===== config.mk =====
export PLATFORM = sky130hd
export DESIGN_NAME = mem_slice_requester_flat
export DESIGN_NICKNAME = d
export VERILOG_FILES = /design/src/rtl/mem_slice_requester_if.sv /design/src/rtl/mem_slice_requester.sv /design/src/flat_wrapper.sv
export SDC_FILE = /design/constraint.sdc
export NUM_CORES = 1
export LEC_CHECK = 0
export ABC_AREA = 1
export CORE_ASPECT_RATIO = 0.9
export CORE_MARGIN = 2
export CORE_UTILIZATION = 53
export CTS_BUF_LIST = sky130_fd_sc_hd__clkbuf_2 sky130_fd_sc_hd__clkbuf_4 sky130_fd_sc_hd__clkbuf_8
export DETAILED_ROUTE_END_ITERATION = 12
export PLACE_DENSITY = 0.82
export SLEW_MARGIN = 20
export SYNTH_ARGS = -nofsm -noshare
export SYNTH_HDL_FRONTEND = slang
export SYNTH_SLANG_ARGS = --single-unit
export TNS_END_PERCENT = 10

===== constraint.sdc =====
create_clock -name clk -period 4.2 [get_ports clk]
set_clock_uncertainty 0.2 [all_clocks]
set_input_delay 0.84 -clock clk [delete_from_list [all_inputs] [get_ports clk]]
set_output_delay 0.84 -clock clk [all_outputs]
set_load 0.005 [all_outputs]

===== src/rtl/mem_slice_requester_if.sv =====
// rtl/mem_slice_requester_if.sv - command, slice request/response, write-data and read-data bundle
interface mem_slice_requester_if #(
    parameter int ADDR_W = 12,
    parameter int DATA_W = 32,
    parameter int LEN_W  = 13
);
    logic              cmd_valid;
    logic              cmd_ready;
    logic [ADDR_W-1:0] cmd_addr;
    logic [LEN_W-1:0]  cmd_len;
    logic              cmd_write;

    logic              m_valid;
    logic              m_ready;
    logic [ADDR_W-1:0] m_addr;
    logic [DATA_W-1:0] m_data;
    logic              m_we;

    logic              r_valid;
    logic              r_ready;
    logic [ADDR_W-1:0] r_addr;
    logic [DATA_W-1:0] r_data;

    logic              wd_valid;
    logic              wd_ready;
    logic [DATA_W-1:0] wd_data;

    logic              rd_valid;
    logic              rd_ready;
    logic [DATA_W-1:0] rd_data;
    logic [ADDR_W-1:0] rd_addr;
    logic              rd_last;

    modport master (
        input  cmd_valid, cmd_addr, cmd_len, cmd_write,
        output cmd_ready,
        output m_valid, m_addr, m_data, m_we,
        input  m_ready,
        input  r_valid, r_addr, r_data,
        output r_ready,
        input  wd_valid, wd_data,
        output wd_ready,
        output rd_valid, rd_data, rd_addr, rd_last,
        input  rd_ready
    );

    modport slave (
        output cmd_valid, cmd_addr, cmd_len, cmd_write,
        input  cmd_ready,
        input  m_valid, m_addr, m_data, m_we,
        output m_ready,
        output r_valid, r_addr, r_data,
        input  r_ready,
        output wd_valid, wd_data,
        input  wd_ready,
        input  rd_valid, rd_data, rd_addr, rd_last,
        output rd_ready
    );
endinterface


===== src/rtl/mem_slice_requester.sv =====
// rtl/mem_slice_requester.sv - block command engine for one memory-slice port
// Optional response address checking: RSP_ADDR_CHECK_EN
module mem_slice_requester #(
    parameter int ADDR_W    = 12,
    parameter int DATA_W    = 32,
    parameter int LEN_W     = 13,
    parameter int RSP_DEPTH = 4
) (
    input  logic                  clk,
    input  logic                  reset_n,
    mem_slice_requester_if.master bus,
    output logic                  busy,
    output logic                  done,
    output logic                  err
);
    localparam int PW = (RSP_DEPTH > 1) ? $clog2(RSP_DEPTH) : 1;
    localparam int CW = PW + 1;
    localparam logic [CW-1:0] DEPTH_C = CW'(RSP_DEPTH);

    typedef enum logic [1:0] {IDLE, RUN, DRAIN, DONE} state_e;

    state_e            state_q, state_d;
    logic [ADDR_W-1:0] addr_q, addr_d;
    logic [LEN_W-1:0]  remain_q, remain_d;
    logic [LEN_W-1:0]  ret_remain_q, ret_remain_d;
    logic              write_q, write_d;
    logic [CW-1:0]     outst_q, outst_d;
    logic [CW-1:0]     cnt_q, cnt_d;
    logic [PW-1:0]     wr_ptr_q, wr_ptr_d;
    logic [PW-1:0]     rd_ptr_q, rd_ptr_d;
    logic              idle_q, idle_d;
    logic              busy_q, busy_d;
    logic              done_q, done_d;

    logic [DATA_W-1:0] fifo_data_q [RSP_DEPTH];
    logic [ADDR_W-1:0] fifo_addr_q [RSP_DEPTH];
    logic              fifo_last_q [RSP_DEPTH];

    logic run_rd, run_wr, credit_ok, fifo_full;
    logic m_fire, r_fire, r_push, rd_fire;

    assign run_rd    = (state_q == RUN) && !write_q;
    assign run_wr    = (state_q == RUN) && write_q;
    // Credits cover both in-flight reads and words already buffered, so the FIFO can never overflow.
    assign credit_ok = (outst_q + cnt_q) < DEPTH_C;
    assign fifo_full = (cnt_q == DEPTH_C);

    assign bus.cmd_ready = idle_q & reset_n;
    assign bus.m_valid   = run_wr ? bus.wd_valid : (run_rd & credit_ok);
    assign bus.m_addr    = addr_q;
    assign bus.m_data    = run_wr ? bus.wd_data : '0;
    assign bus.m_we      = write_q;
    assign bus.wd_ready  = run_wr & bus.m_ready;
    assign bus.r_ready   = !fifo_full;
    assign bus.rd_valid  = (cnt_q != '0);
    assign bus.rd_data   = fifo_data_q[rd_ptr_q];
    assign bus.rd_addr   = fifo_addr_q[rd_ptr_q];
    assign bus.rd_last   = bus.rd_valid & fifo_last_q[rd_ptr_q];

    assign m_fire  = bus.m_valid & bus.m_ready;
    assign r_fire  = bus.r_valid & bus.r_ready;
    // Stray responses (nothing outstanding) are consumed but never buffered.
    assign r_push  = r_fire && (outst_q != '0);
    assign rd_fire = bus.rd_valid & bus.rd_ready;

    assign busy = busy_q;
    assign done = done_q;

    always_comb begin
        state_d      = state_q;
        addr_d       = addr_q;
        remain_d     = remain_q;
        ret_remain_d = ret_remain_q;
        write_d      = write_q;
        wr_ptr_d     = wr_ptr_q;
        rd_ptr_d     = rd_ptr_q;
        outst_d      = outst_q + CW'(m_fire & !write_q) - CW'(r_push);
        cnt_d        = cnt_q + CW'(r_push) - CW'(rd_fire);

        if (m_fire) begin
            addr_d   = addr_q + ADDR_W'(1);
            remain_d = remain_q - LEN_W'(1);
        end
        if (r_push) begin
            ret_remain_d = ret_remain_q - LEN_W'(1);
            wr_ptr_d     = wr_ptr_q + PW'(1);
        end
        if (rd_fire) begin
            rd_ptr_d = rd_ptr_q + PW'(1);
        end

        case (state_q)
            IDLE: begin
                if (bus.cmd_valid) begin
                    addr_d       = bus.cmd_addr;
                    remain_d     = bus.cmd_len;
                    ret_remain_d = bus.cmd_write ? '0 : bus.cmd_len;
                    write_d      = bus.cmd_write;
                    state_d      = (bus.cmd_len == '0) ? DONE : RUN;
                end
            end
            RUN: begin
                if (m_fire && (remain_q == LEN_W'(1))) begin
                    state_d = write_q ? DONE : DRAIN;
                end
            end
            DRAIN: begin
                if (rd_fire && bus.rd_last) begin
                    state_d = DONE;
                end
            end
            default: state_d = IDLE;
        endcase

        idle_d = (state_d == IDLE);
        busy_d = (state_d != IDLE);
        done_d = (state_d == DONE);
    end

    always_ff @(posedge clk) begin
        if (!reset_n) begin
            state_q      <= IDLE;
            addr_q       <= '0;
            remain_q     <= '0;
            ret_remain_q <= '0;
            write_q      <= 1'b0;
            outst_q      <= '0;
            cnt_q        <= '0;
            wr_ptr_q     <= '0;
            rd_ptr_q     <= '0;
            idle_q       <= 1'b1;
            busy_q       <= 1'b0;
            done_q       <= 1'b0;
        end else begin
            state_q      <= state_d;
            addr_q       <= addr_d;
            remain_q     <= remain_d;
            ret_remain_q <= ret_remain_d;
            write_q      <= write_d;
            outst_q      <= outst_d;
            cnt_q        <= cnt_d;
            wr_ptr_q     <= wr_ptr_d;
            rd_ptr_q     <= rd_ptr_d;
            idle_q       <= idle_d;
            busy_q       <= busy_d;
            done_q       <= done_d;
        end
    end

    // The final response of the command is tagged as it enters the FIFO.
    always_ff @(posedge clk) begin
        if (r_push) begin
            fifo_data_q[wr_ptr_q] <= bus.r_data;
            fifo_addr_q[wr_ptr_q] <= bus.r_addr;
            fifo_last_q[wr_ptr_q] <= (ret_remain_q == LEN_W'(1));
        end
    end

`ifdef RSP_ADDR_CHECK_EN
    logic [ADDR_W-1:0] exp_addr_q, exp_addr_d;
    logic              err_q, err_d;

    always_comb begin
        exp_addr_d = exp_addr_q;
        err_d      = err_q;
        if ((state_q == IDLE) && bus.cmd_valid) begin
            exp_addr_d = bus.cmd_addr;
        end
        if (r_push) begin
            exp_addr_d = exp_addr_q + ADDR_W'(1);
        end
        if (r_fire && ((outst_q == '0) || (bus.r_addr != exp_addr_q))) begin
            err_d = 1'b1;
        end
    end

    always_ff @(posedge clk) begin
        if (!reset_n) begin
            exp_addr_q <= '0;
            err_q      <= 1'b0;
        end else begin
            exp_addr_q <= exp_addr_d;
            err_q      <= err_d;
        end
    end

    assign err = err_q;
`else
    assign err = 1'b0;
`endif
endmodule


===== src/flat_wrapper.sv =====
// flat-port wrapper written by rule: the top's interface ports become plain ports
module mem_slice_requester_flat 
#(
    parameter int ADDR_W    = 12,
    parameter int DATA_W    = 32,
    parameter int LEN_W     = 13,
    parameter int RSP_DEPTH = 4
)
  (clk, reset_n, busy, done, err, bus_cmd_valid, bus_cmd_addr, bus_cmd_len, bus_cmd_write, bus_cmd_ready, bus_m_valid, bus_m_addr, bus_m_data, bus_m_we, bus_m_ready, bus_r_valid, bus_r_addr, bus_r_data, bus_r_ready, bus_wd_valid, bus_wd_data, bus_wd_ready, bus_rd_valid, bus_rd_data, bus_rd_addr, bus_rd_last, bus_rd_ready);
  mem_slice_requester_if #(.ADDR_W(ADDR_W), .DATA_W(DATA_W), .LEN_W(LEN_W)) bus_i ();
  input  logic clk;
  input  logic reset_n;
  output logic busy;
  output logic done;
  output logic err;
  input wire logic [$bits(bus_i.cmd_valid)-1:0] bus_cmd_valid;
  input wire logic [$bits(bus_i.cmd_addr)-1:0] bus_cmd_addr;
  input wire logic [$bits(bus_i.cmd_len)-1:0] bus_cmd_len;
  input wire logic [$bits(bus_i.cmd_write)-1:0] bus_cmd_write;
  output wire logic [$bits(bus_i.cmd_ready)-1:0] bus_cmd_ready;
  output wire logic [$bits(bus_i.m_valid)-1:0] bus_m_valid;
  output wire logic [$bits(bus_i.m_addr)-1:0] bus_m_addr;
  output wire logic [$bits(bus_i.m_data)-1:0] bus_m_data;
  output wire logic [$bits(bus_i.m_we)-1:0] bus_m_we;
  input wire logic [$bits(bus_i.m_ready)-1:0] bus_m_ready;
  input wire logic [$bits(bus_i.r_valid)-1:0] bus_r_valid;
  input wire logic [$bits(bus_i.r_addr)-1:0] bus_r_addr;
  input wire logic [$bits(bus_i.r_data)-1:0] bus_r_data;
  output wire logic [$bits(bus_i.r_ready)-1:0] bus_r_ready;
  input wire logic [$bits(bus_i.wd_valid)-1:0] bus_wd_valid;
  input wire logic [$bits(bus_i.wd_data)-1:0] bus_wd_data;
  output wire logic [$bits(bus_i.wd_ready)-1:0] bus_wd_ready;
  output wire logic [$bits(bus_i.rd_valid)-1:0] bus_rd_valid;
  output wire logic [$bits(bus_i.rd_data)-1:0] bus_rd_data;
  output wire logic [$bits(bus_i.rd_addr)-1:0] bus_rd_addr;
  output wire logic [$bits(bus_i.rd_last)-1:0] bus_rd_last;
  input wire logic [$bits(bus_i.rd_ready)-1:0] bus_rd_ready;
  assign bus_i.cmd_valid = bus_cmd_valid;
  assign bus_i.cmd_addr = bus_cmd_addr;
  assign bus_i.cmd_len = bus_cmd_len;
  assign bus_i.cmd_write = bus_cmd_write;
  assign bus_cmd_ready = bus_i.cmd_ready;
  assign bus_m_valid = bus_i.m_valid;
  assign bus_m_addr = bus_i.m_addr;
  assign bus_m_data = bus_i.m_data;
  assign bus_m_we = bus_i.m_we;
  assign bus_i.m_ready = bus_m_ready;
  assign bus_i.r_valid = bus_r_valid;
  assign bus_i.r_addr = bus_r_addr;
  assign bus_i.r_data = bus_r_data;
  assign bus_r_ready = bus_i.r_ready;
  assign bus_i.wd_valid = bus_wd_valid;
  assign bus_i.wd_data = bus_wd_data;
  assign bus_wd_ready = bus_i.wd_ready;
  assign bus_rd_valid = bus_i.rd_valid;
  assign bus_rd_data = bus_i.rd_data;
  assign bus_rd_addr = bus_i.rd_addr;
  assign bus_rd_last = bus_i.rd_last;
  assign bus_i.rd_ready = bus_rd_ready;
  mem_slice_requester #(.ADDR_W(ADDR_W), .DATA_W(DATA_W), .LEN_W(LEN_W), .RSP_DEPTH(RSP_DEPTH)) u_core (.clk(clk), .reset_n(reset_n), .bus(bus_i), .busy(busy), .done(done), .err(err));
endmodule

Word level (Yosys, flattened, before mapping)

Memories as Yosys holds them, arrays and structs flattened. A register that Yosys moved wholly into a read port is not among the register bits.
Index checks and enable logic that the tools add are counted.

Add/subtract/negate cells: 10
Magnitude comparators: 1
Equality and inequality tests: 6
Mux-type cells: 26
Bitwise logic cells: 8
Reduce and logical (&&, ||, !) cells: 14

Operators by type and width:

| operator                                             | number |
|---|---|
| two-way mux 13 bit                                   | 7 |
| two-way mux 12 bit                                   | 3 |
| two-way mux 32 bit                                   | 1 |
| equality test 13 x 1 -> 1 bit, second input constant | 2 |
| subtractor 13 x 1 -> 13 bit, second input constant   | 2 |
| two-way mux 2 bit                                    | 10 |
| logical NOT 13 bit                                   | 1 |
| adder 12 x 1 -> 12 bit, second input constant        | 1 |
| bitwise AND 1 bit                                    | 8 |
| adder 3 bit                                          | 2 |
| one-hot mux 2 bit (3 select lines)                   | 1 |
| nonzero test 3 bit                                   | 2 |
| subtractor 3 x 1 -> 3 bit                            | 2 |
| logical AND 1 bit                                    | 5 |
| adder 2 x 1 -> 2 bit, second input constant          | 2 |
| equality test 2 bit, second input constant           | 2 |
| logical NOT 2 bit                                    | 2 |
| two-way mux 1 bit                                    | 4 |
| adder 3 x 1 -> 3 bit                                 | 1 |
| equality test 3 bit, second input constant           | 1 |
| less-than comparator 3 bit, second input constant    | 1 |
| equality test 2 x 1 -> 1 bit, second input constant  | 1 |
| logical NOT 1 bit                                    | 2 |
| AND reduction 2 bit                                  | 1 |
| nonzero test 2 bit                                   | 1 |

Register bits: 54
Bits in writable memories: 180
Input port bits: 109
Logic and storage cells: 80
Memories kept: 3

Memories:

| memory             | depth | width | read ports | clocked after Yosys merged registers in | wr ports | RTL line                  | text |
|---|---|---|---|---|---|---|---|
| u_core.fifo_data_q | 4     | 32    | 1          | 1                                       | 1        | mem_slice_requester.sv:35 | `logic [DATA_W-1:0] fifo_data_q [RSP_DEPTH];` |
| u_core.fifo_addr_q | 4     | 12    | 1          | 1                                       | 1        | mem_slice_requester.sv:36 | `logic [ADDR_W-1:0] fifo_addr_q [RSP_DEPTH];` |
| u_core.fifo_last_q | 4     | 1     | 1          | 1                                       | 1        | mem_slice_requester.sv:37 | `logic fifo_last_q [RSP_DEPTH];` |

Logic depth before layout (Yosys ltp)

Gate-level depths: netlist of run 1.

Depth after elaboration: 9
Depth in mapped cells: 16

Worst setup path after synthesis of run 1

Ideal clock, no wire load.

Path type: in2reg
Start: input bus_r_valid
End: memory u_core.fifo_addr_q[0][0] (enable)
Arrival time: 3035 ps
Required time: 3553 ps
Slack: 518 ps
Stages on the path: 3
Path buffers: 1
Path through: nand3_4 -> buf_2 -> nor2_1

Cells in the longest elaborated chain, start to end: 4

Ends and longest elaborated chain:

| what                                    | RTL line                   | text |
|---|---|---|
| start: declaration                      | flat_wrapper.sv:26         | `input wire logic [$bits(bus_i.r_valid)-1:0] bus_r_valid;` |
| bitwise AND 1 bit                       | mem_slice_requester.sv:61  | `assign r_fire = bus.r_valid & bus.r_ready;` |
| logical AND 1 bit                       | mem_slice_requester.sv:63  | `assign r_push = r_fire && (outst_q != '0);` |
| two-way mux 1 bit                       | mem_slice_requester.sv:152 | `if (r_push) begin` |
| two-way mux 1 bit (implied by the code) | mem_slice_requester.sv:154 | `fifo_addr_q[wr_ptr_q] <= bus.r_addr;` |
| end: declaration                        | mem_slice_requester.sv:36  |  |

Every way passes these cells.

==> results.ini, run 1 <==
[run_status]
status = finished clean

[synthesis]
yosys_register_bits = 236
yosys_warnings = 0
syn_area_per_cell_sq_um = 10.0
ys_seq_area_share_pct = 63.3
synthDistinctLibCells = 41
syn_inst = 1030
synthesis.nets = 1155
synth_area_sq_um = 10300

[timing]
final-hold-violation-count = 0
rsz0062_at_grt = no
slew_headroom_pct = 44.2
setup_viol = 0
max_freq_mhz = 277
finalCritPeriodShare_pct = 86.0
tns_ps = 0
min_period_ps = 3610
setup_ws_ps = 589
drv_slew = 0
worstMarginPinSlew_ps = 837

[setup_path]
path_depth = 4
cp_top_family = buffers and inverters
ff2ff_setup_slack_ps = 1170
worstPathCellList = buf_4 -> o21ai_0 -> o22ai_1 -> clkdlybuf4s50_1
cp_num_buf_inv = 2
start_kind = flip-flop
reg2reg_depth = 14
crit_path_end_kind = output port
path_max_fanout = 90
reg2reg_from = u_core.cnt_q[1]
critical_path_class = reg2out
cp_data_arrival_time_ps = 2570
crit_path_top_delay_cell = buf_4
critPathMaxStageDelay_ps = 660
r2r_end = u_core.outst_q[2]
worstPathRequired_ps = 3160

[cells_and_area]
nets = 1362
antennaDiodeCount = 0
drive_gt1_share_pct = 7.12
syn_to_final_growth_pct = 29.7
multi_input_area_sq_um = 3110
final_area_sq_um = 13400
final_cell_mix = clkdlybuf4s50_1 (205), edfxtp_1 (180), nor2_1 (173)
finalNonFillerCells = 1514
final_common_cell = clkdlybuf4s50_1
regArea_sq_um = 6530
num-fill-cells = 1376

[cts]
cts_setup_buffers = 0
ctsResizeCount = 0
clock_path_buffers = 3
cts_tree = yes
cts_buffers = 37
hold_buffers = 0
htreeDepth = 2
cts_root_buf = clkbuf_8
clk_pin_slew_ps = 60
insertion_delay_ps = 510
clock-sinks = 236

[die]
coreArea_sq_um = 19200
initial_core_util_pct = 53.8
boundaryPins = 207
die_area_sq_um = 20600
rows = 48
die_h_um = 136
die_w_um = 151

[grt]
grt_pass1_wl_mm = 37.7
grt_pass1_vias = 7892
grt_use_total_pct = 23.2
grt_start_max_net_pins = 91
antenna_found_initial = 0
grt_overflow = 0

[min_path]
hp-class = reg2reg
hold_end = u_core.remain_q[11]
hold_depth = 2
min-delay-start = u_core.remain_q[11]

[placed_design]
place_ws_ps = 648
portBuffers = 205
gp_congestion = 0.902
dpl-instance-area_sq_um = 12700
dp.cells = 1448
place_hpwl_mm = 15.3

[detailed_routing]
drt_pass1_iterations = 5
drtAntennaViolNets = 0
vias_per_cell = 5.30
wl_mm = 23.7
first_iter_violations = 641
wl_per_cell_um = 15.6
via_count = 8024
drc = 0

[pwr]
leakage_nw = 5.20
power_w = 0.00685
ir_worst_vdd_v = 0.000247
cellPowerDensity_nw_per_um2 = 512

[run]
cap_viol_max_count = 0

synth_stat cells, drive strengths merged:
cell type	instances	area share (%)
nand3b	4	0.29
o21bai	6	0.44
xnor2	8	0.68
nor2	181	6.7
edfxtp	180	52
nand4	7	0.42
nor4	2	0.12
fa	2	0.39
xor2	8	0.68
or2	4	0.24
o31ai	1	0.073
a211oi	1	0.073
o21ai	132	6.4
dfxtp	56	11
a21oi	22	1.2
conb	1	0.036
o211ai	7	0.51
nor3	12	0.58
buf	12	0.78
o22ai	44	2.7
inv	132	4.8
nand3	40	2.2
ha	14	1.7
nand2	117	4.3
clkbuf	35	1.3
a31oi	1	0.061
clkinv	1	0.036
layout make-up:
| type | instances | share of cell area, % |
|---|---|---|
| clock inverter | 20 | 1.12 |
| timing repair buffer | 215 | 16.5 |
| inverter | 133 | 3.75 |
| sequential | 236 | 48.8 |
| tap | 250 | 2.34 |
| multi-input combinational | 614 | 23.2 |
| clock buffer | 46 | 4.31 |
power by group:
part / switching (W) / internal (W) / leakage [nW] / total [W]
logic: 0.00107 / 0.000921 / 2.73 / 0.00199
clock network: 0.000851 / 0.00103 / 0.372 / 0.00188
registers: 0.000142 / 0.00283 / 2.09 / 0.00297
total: 0.00206 / 0.00479 / 5.20 / 0.00685
routing by layer:
layer | up-vias | GRT usage [%] | share of wire [%]
met2 | 369 | 39.9 | 48
met3 | 33 | 4.80 | 8.7
met4 | 0 | 7.37 | 1.9
met1 | 3717 | 29.7 | 42
met5 | - | 0 | 0
li1 | 3905 | - | -
worst min-delay path: cells and delay by family, from the launching register on:
kind | cells | cell delay (ps)
compound gates | 1 | 50
flops | 1 | 310
simple gates | 1 | 60
registers in the layout, summed over array words and instances (netlist names), 3 cells and up, named ones only:
signal               count
u_core.remain_q         13
u_core.cnt_q             3
u_core.ret_remain_q     13
u_core.bus.m_addr       12
u_core.fifo_last_q       4
u_core.outst_q           3
u_core.fifo_data_q     128
u_core.fifo_addr_q      48
logic make-up after synthesis:
family,Yosys count,synth area share (%)
xor+xnor,16,1.36
flops,236,63.3
compound gates,214,11.4
other cells,1,0.0364
simple gates,367,14.9
buf+inv,180,6.91
fa+ha+maj,16,2.09
stage by stage:
step / utilization [%] / hold WS, ps
3_3_place_gp: 66.0 / 251
4_1_cts: 69.8 / 266
6_report: 69.8 / 269
5_1_grt: 69.8 / 299
3_5_place_dp: 66.0 / 256
2_1_floorplan: - / 236
worst max-delay path by stage:
| stage | start | end | slack [ps] |
|---|---|---|---|
| after floorplan | bus_r_valid | u_core.fifo_addr_q[0][0] | 520 |
| after global placement | bus_wd_valid | u_core.outst_q[2] | 700 |
| after detailed placement | bus_wd_valid | u_core.outst_q[2] | 650 |
| after CTS | u_core.state_q[1] | bus_m_data[21] | 570 |
| after global routing | flip-flop | bus_rd_addr[11] | 400 |
| final | flip-flop | bus_rd_data[5] | 590 |
(Power assumes the default switching activity.)
==> run 2: changes to the inputs <==
- CORE_UTILIZATION: 53 -> 30
- PLACE_DENSITY: 0.82 -> 0.57
- SLEW_MARGIN: 20 -> default
==> results.ini, run 2 (same netlist as run 1, synthesis figures left out) <==
[timing]
final-hold-violation-count = 0  ; unchanged
finalCritPeriodShare_pct = 88.3  ; was 86.0%
rsz0062_at_grt = no  ; unchanged
drv_slew = 0  ; unchanged
max_freq_mhz = 270  ; was 277 MHz
tns_ps = 0  ; unchanged
min_period_ps = 3710  ; was 3610 ps
worstMarginPinSlew_ps = 1050  ; was 837 ps
worst_hold_slack_ps = 277  ; was 269 ps
slew_headroom_pct = 29.5  ; was 44.2%
setup_viol = 0  ; unchanged

[cells_and_area]
multi_input_area_sq_um = 3110  ; about the same
syn_to_final_growth_pct = 32.8  ; was 29.7%
num-fill-cells = 3417  ; was 1,376
top_regs = u_core.fifo_data_q: 128 flops, u_core.fifo_addr_q: 48 flops  ; unchanged
regArea_sq_um = 6530  ; unchanged
regMostFlops = u_core.fifo_data_q  ; unchanged
drive_gt1_share_pct = 8.01  ; was 7.12%
nets = 1372  ; was 1,362
largest_register_ffs = 128  ; unchanged
final_cell_mix = clkdlybuf4s50_1 (205), edfxtp_1 (180), nor2_1 (173)  ; unchanged
final_common_cell = clkdlybuf4s50_1  ; unchanged
antennaDiodeCount = 0  ; unchanged

[min_path]
min-delay-start = u_core.remain_q[11]  ; unchanged
hold_depth = 2  ; unchanged
hold_end = u_core.remain_q[11]  ; unchanged
hp-class = reg2reg  ; unchanged

[detailed_routing]
vias_per_cell = 4.55  ; was 5.30
first_iter_violations = 363  ; was 641
wl_per_cell_um = 15.0  ; was 15.6 um
drtAntennaViolNets = 0  ; unchanged
via_count = 7899  ; was 8,024
drt_pass1_iterations = 6  ; was 5
wl_mm = 26.0  ; was 23.7 mm
drc = 0  ; unchanged

[setup_path]
critPathMaxStageDelay_ps = 710  ; was 660 ps
worstPathCellList = buf_4 -> o21ai_0 -> o22ai_1 -> clkdlybuf4s50_1  ; unchanged
crit_path_top_delay_cell = buf_4  ; unchanged
path_depth = 4  ; unchanged
r2r_end = u_core.outst_q[2]  ; unchanged
reg2reg_depth = 12  ; was 14
worstPathRequired_ps = 3160  ; about the same
ff2ff_setup_slack_ps = 1450  ; was 1170 ps
crit_path_end_kind = output port  ; unchanged
cp_data_arrival_time_ps = 2670  ; was 2570 ps
cp_num_buf_inv = 2  ; unchanged
reg2reg_from = u_core.cnt_q[1]  ; unchanged
cp_top_family = buffers and inverters  ; unchanged
critical_path_class = reg2out  ; unchanged
path_max_fanout = 90  ; unchanged
start_kind = flip-flop  ; unchanged

[die]
die_w_um = 199  ; was 151 um
die_h_um = 180  ; was 136 um
die_area_sq_um = 35900  ; was 20,600 sq um
rows = 64  ; was 48
initial_core_util_pct = 30.4  ; was 53.8%
coreArea_sq_um = 34000  ; was 19,200 sq um
boundaryPins = 207  ; unchanged

[grt]
grt_start_max_net_pins = 91  ; unchanged
grt_use_total_pct = 14.4  ; was 23.2%
grt_overflow = 0  ; unchanged
antenna_found_initial = 0  ; unchanged
grt_pass1_wl_mm = 40.8  ; was 37.7 mm
grt_pass1_vias = 7814  ; was 7,892

[run]
cap_viol_max_count = 0  ; unchanged

[placed_design]
gp_congestion = 0.792  ; was 0.902
portBuffers = 205  ; unchanged
place_hpwl_mm = 16.7  ; was 15.3 mm

[cts]
htreeDepth = 2  ; unchanged
cts_tree = yes  ; unchanged
hold_buffers = 0  ; unchanged
cts_root_buf = clkbuf_8  ; unchanged
insertion_delay_ps = 560  ; was 510 ps
cts_buffers = 40  ; was 37
clock-sinks = 236  ; unchanged
cts_setup_buffers = 0  ; unchanged
ctsResizeCount = 0  ; unchanged
clk_pin_slew_ps = 60  ; about the same
clock_path_buffers = 3  ; unchanged

[run_status]
status = finished clean  ; unchanged

[pwr]
cellPowerDensity_nw_per_um2 = 512  ; about the same
leakage_nw = 5.27  ; was 5.20 nW
ir_worst_vdd_v = 0.000227  ; was 0.000247 V

[run 2: changes by cell type in the layout (fill, tap and decap cells not counted), sizes merged]
cell / delta
clkinvlp: -4
buf: +7
bufinv: -1
inv: +4
clkbuf: +6
clkinv: -2
[run 2: worst max path at each step]
stage / endpoint / slack [ps] / startpoint
2_1_floorplan: u_core.fifo_addr_q[0][0] / 520 / bus_r_valid
3_3_place_gp: u_core.outst_q[2] / 760 / bus_r_valid
3_5_place_dp: u_core.outst_q[2] / 750 / bus_r_valid
4_1_cts: bus_rd_data[16] / 440 / flip-flop
5_1_grt: bus_m_data[2] / 270 / u_core.state_q[1]
6_report: bus_rd_data[16] / 490 / flip-flop
[run 2: power by group]
part           internal (W)  switching (W)  total (W)
clock               0.00109       0.000947    0.00204
sequential          0.00284       0.000130    0.00297
combinational      0.000916        0.00109    0.00201
[run 2: stage by stage]
| stage | utilization, % | power [W] | instances | area, sq um | setup WS [ps] |
|---|---|---|---|---|---|
| after global placement | 38.0 | 0.00504 | 1667 | 12900 | 758 |
| after floorplan | - | 0.00403 | 1030 | 10300 | 518 |
| after global routing | 40.3 | 0.00747 | 1736 | 13700 | 267 |
| final | 40.3 | 0.00701 | 1736 | 13700 | 493 |
| after detailed placement | 38.0 | 0.00506 | 1667 | 12900 | 752 |
| after CTS | 40.3 | 0.00713 | 1736 | 13700 | 439 |
[run 2: final cells by class]
type,instances,area share (%)
inverter,133,3.66
clock buffer,52,4.77
sequential,236,47.7
multi-input combinational,614,22.7
tap,462,4.22
clock inverter,17,0.923
timing repair buffer,222,16.1
[run 2: tightest hold or removal path, cell delays in order, from the launching register on]
cell     delay (ps)
dfxtp_1         310
nand2_1          60
a21oi_1          60
[run 2: layer usage]
metal | GRT usage, % | vias to the layer above | routed length [um]
met5 | 0 | - | 0
met2 | 23.5 | 253 | 11800
met1 | 18.7 | 3678 | 11800
met3 | 4.13 | 47 | 1970
li1 | - | 3921 | -
met4 | 3.59 | 0 | 467
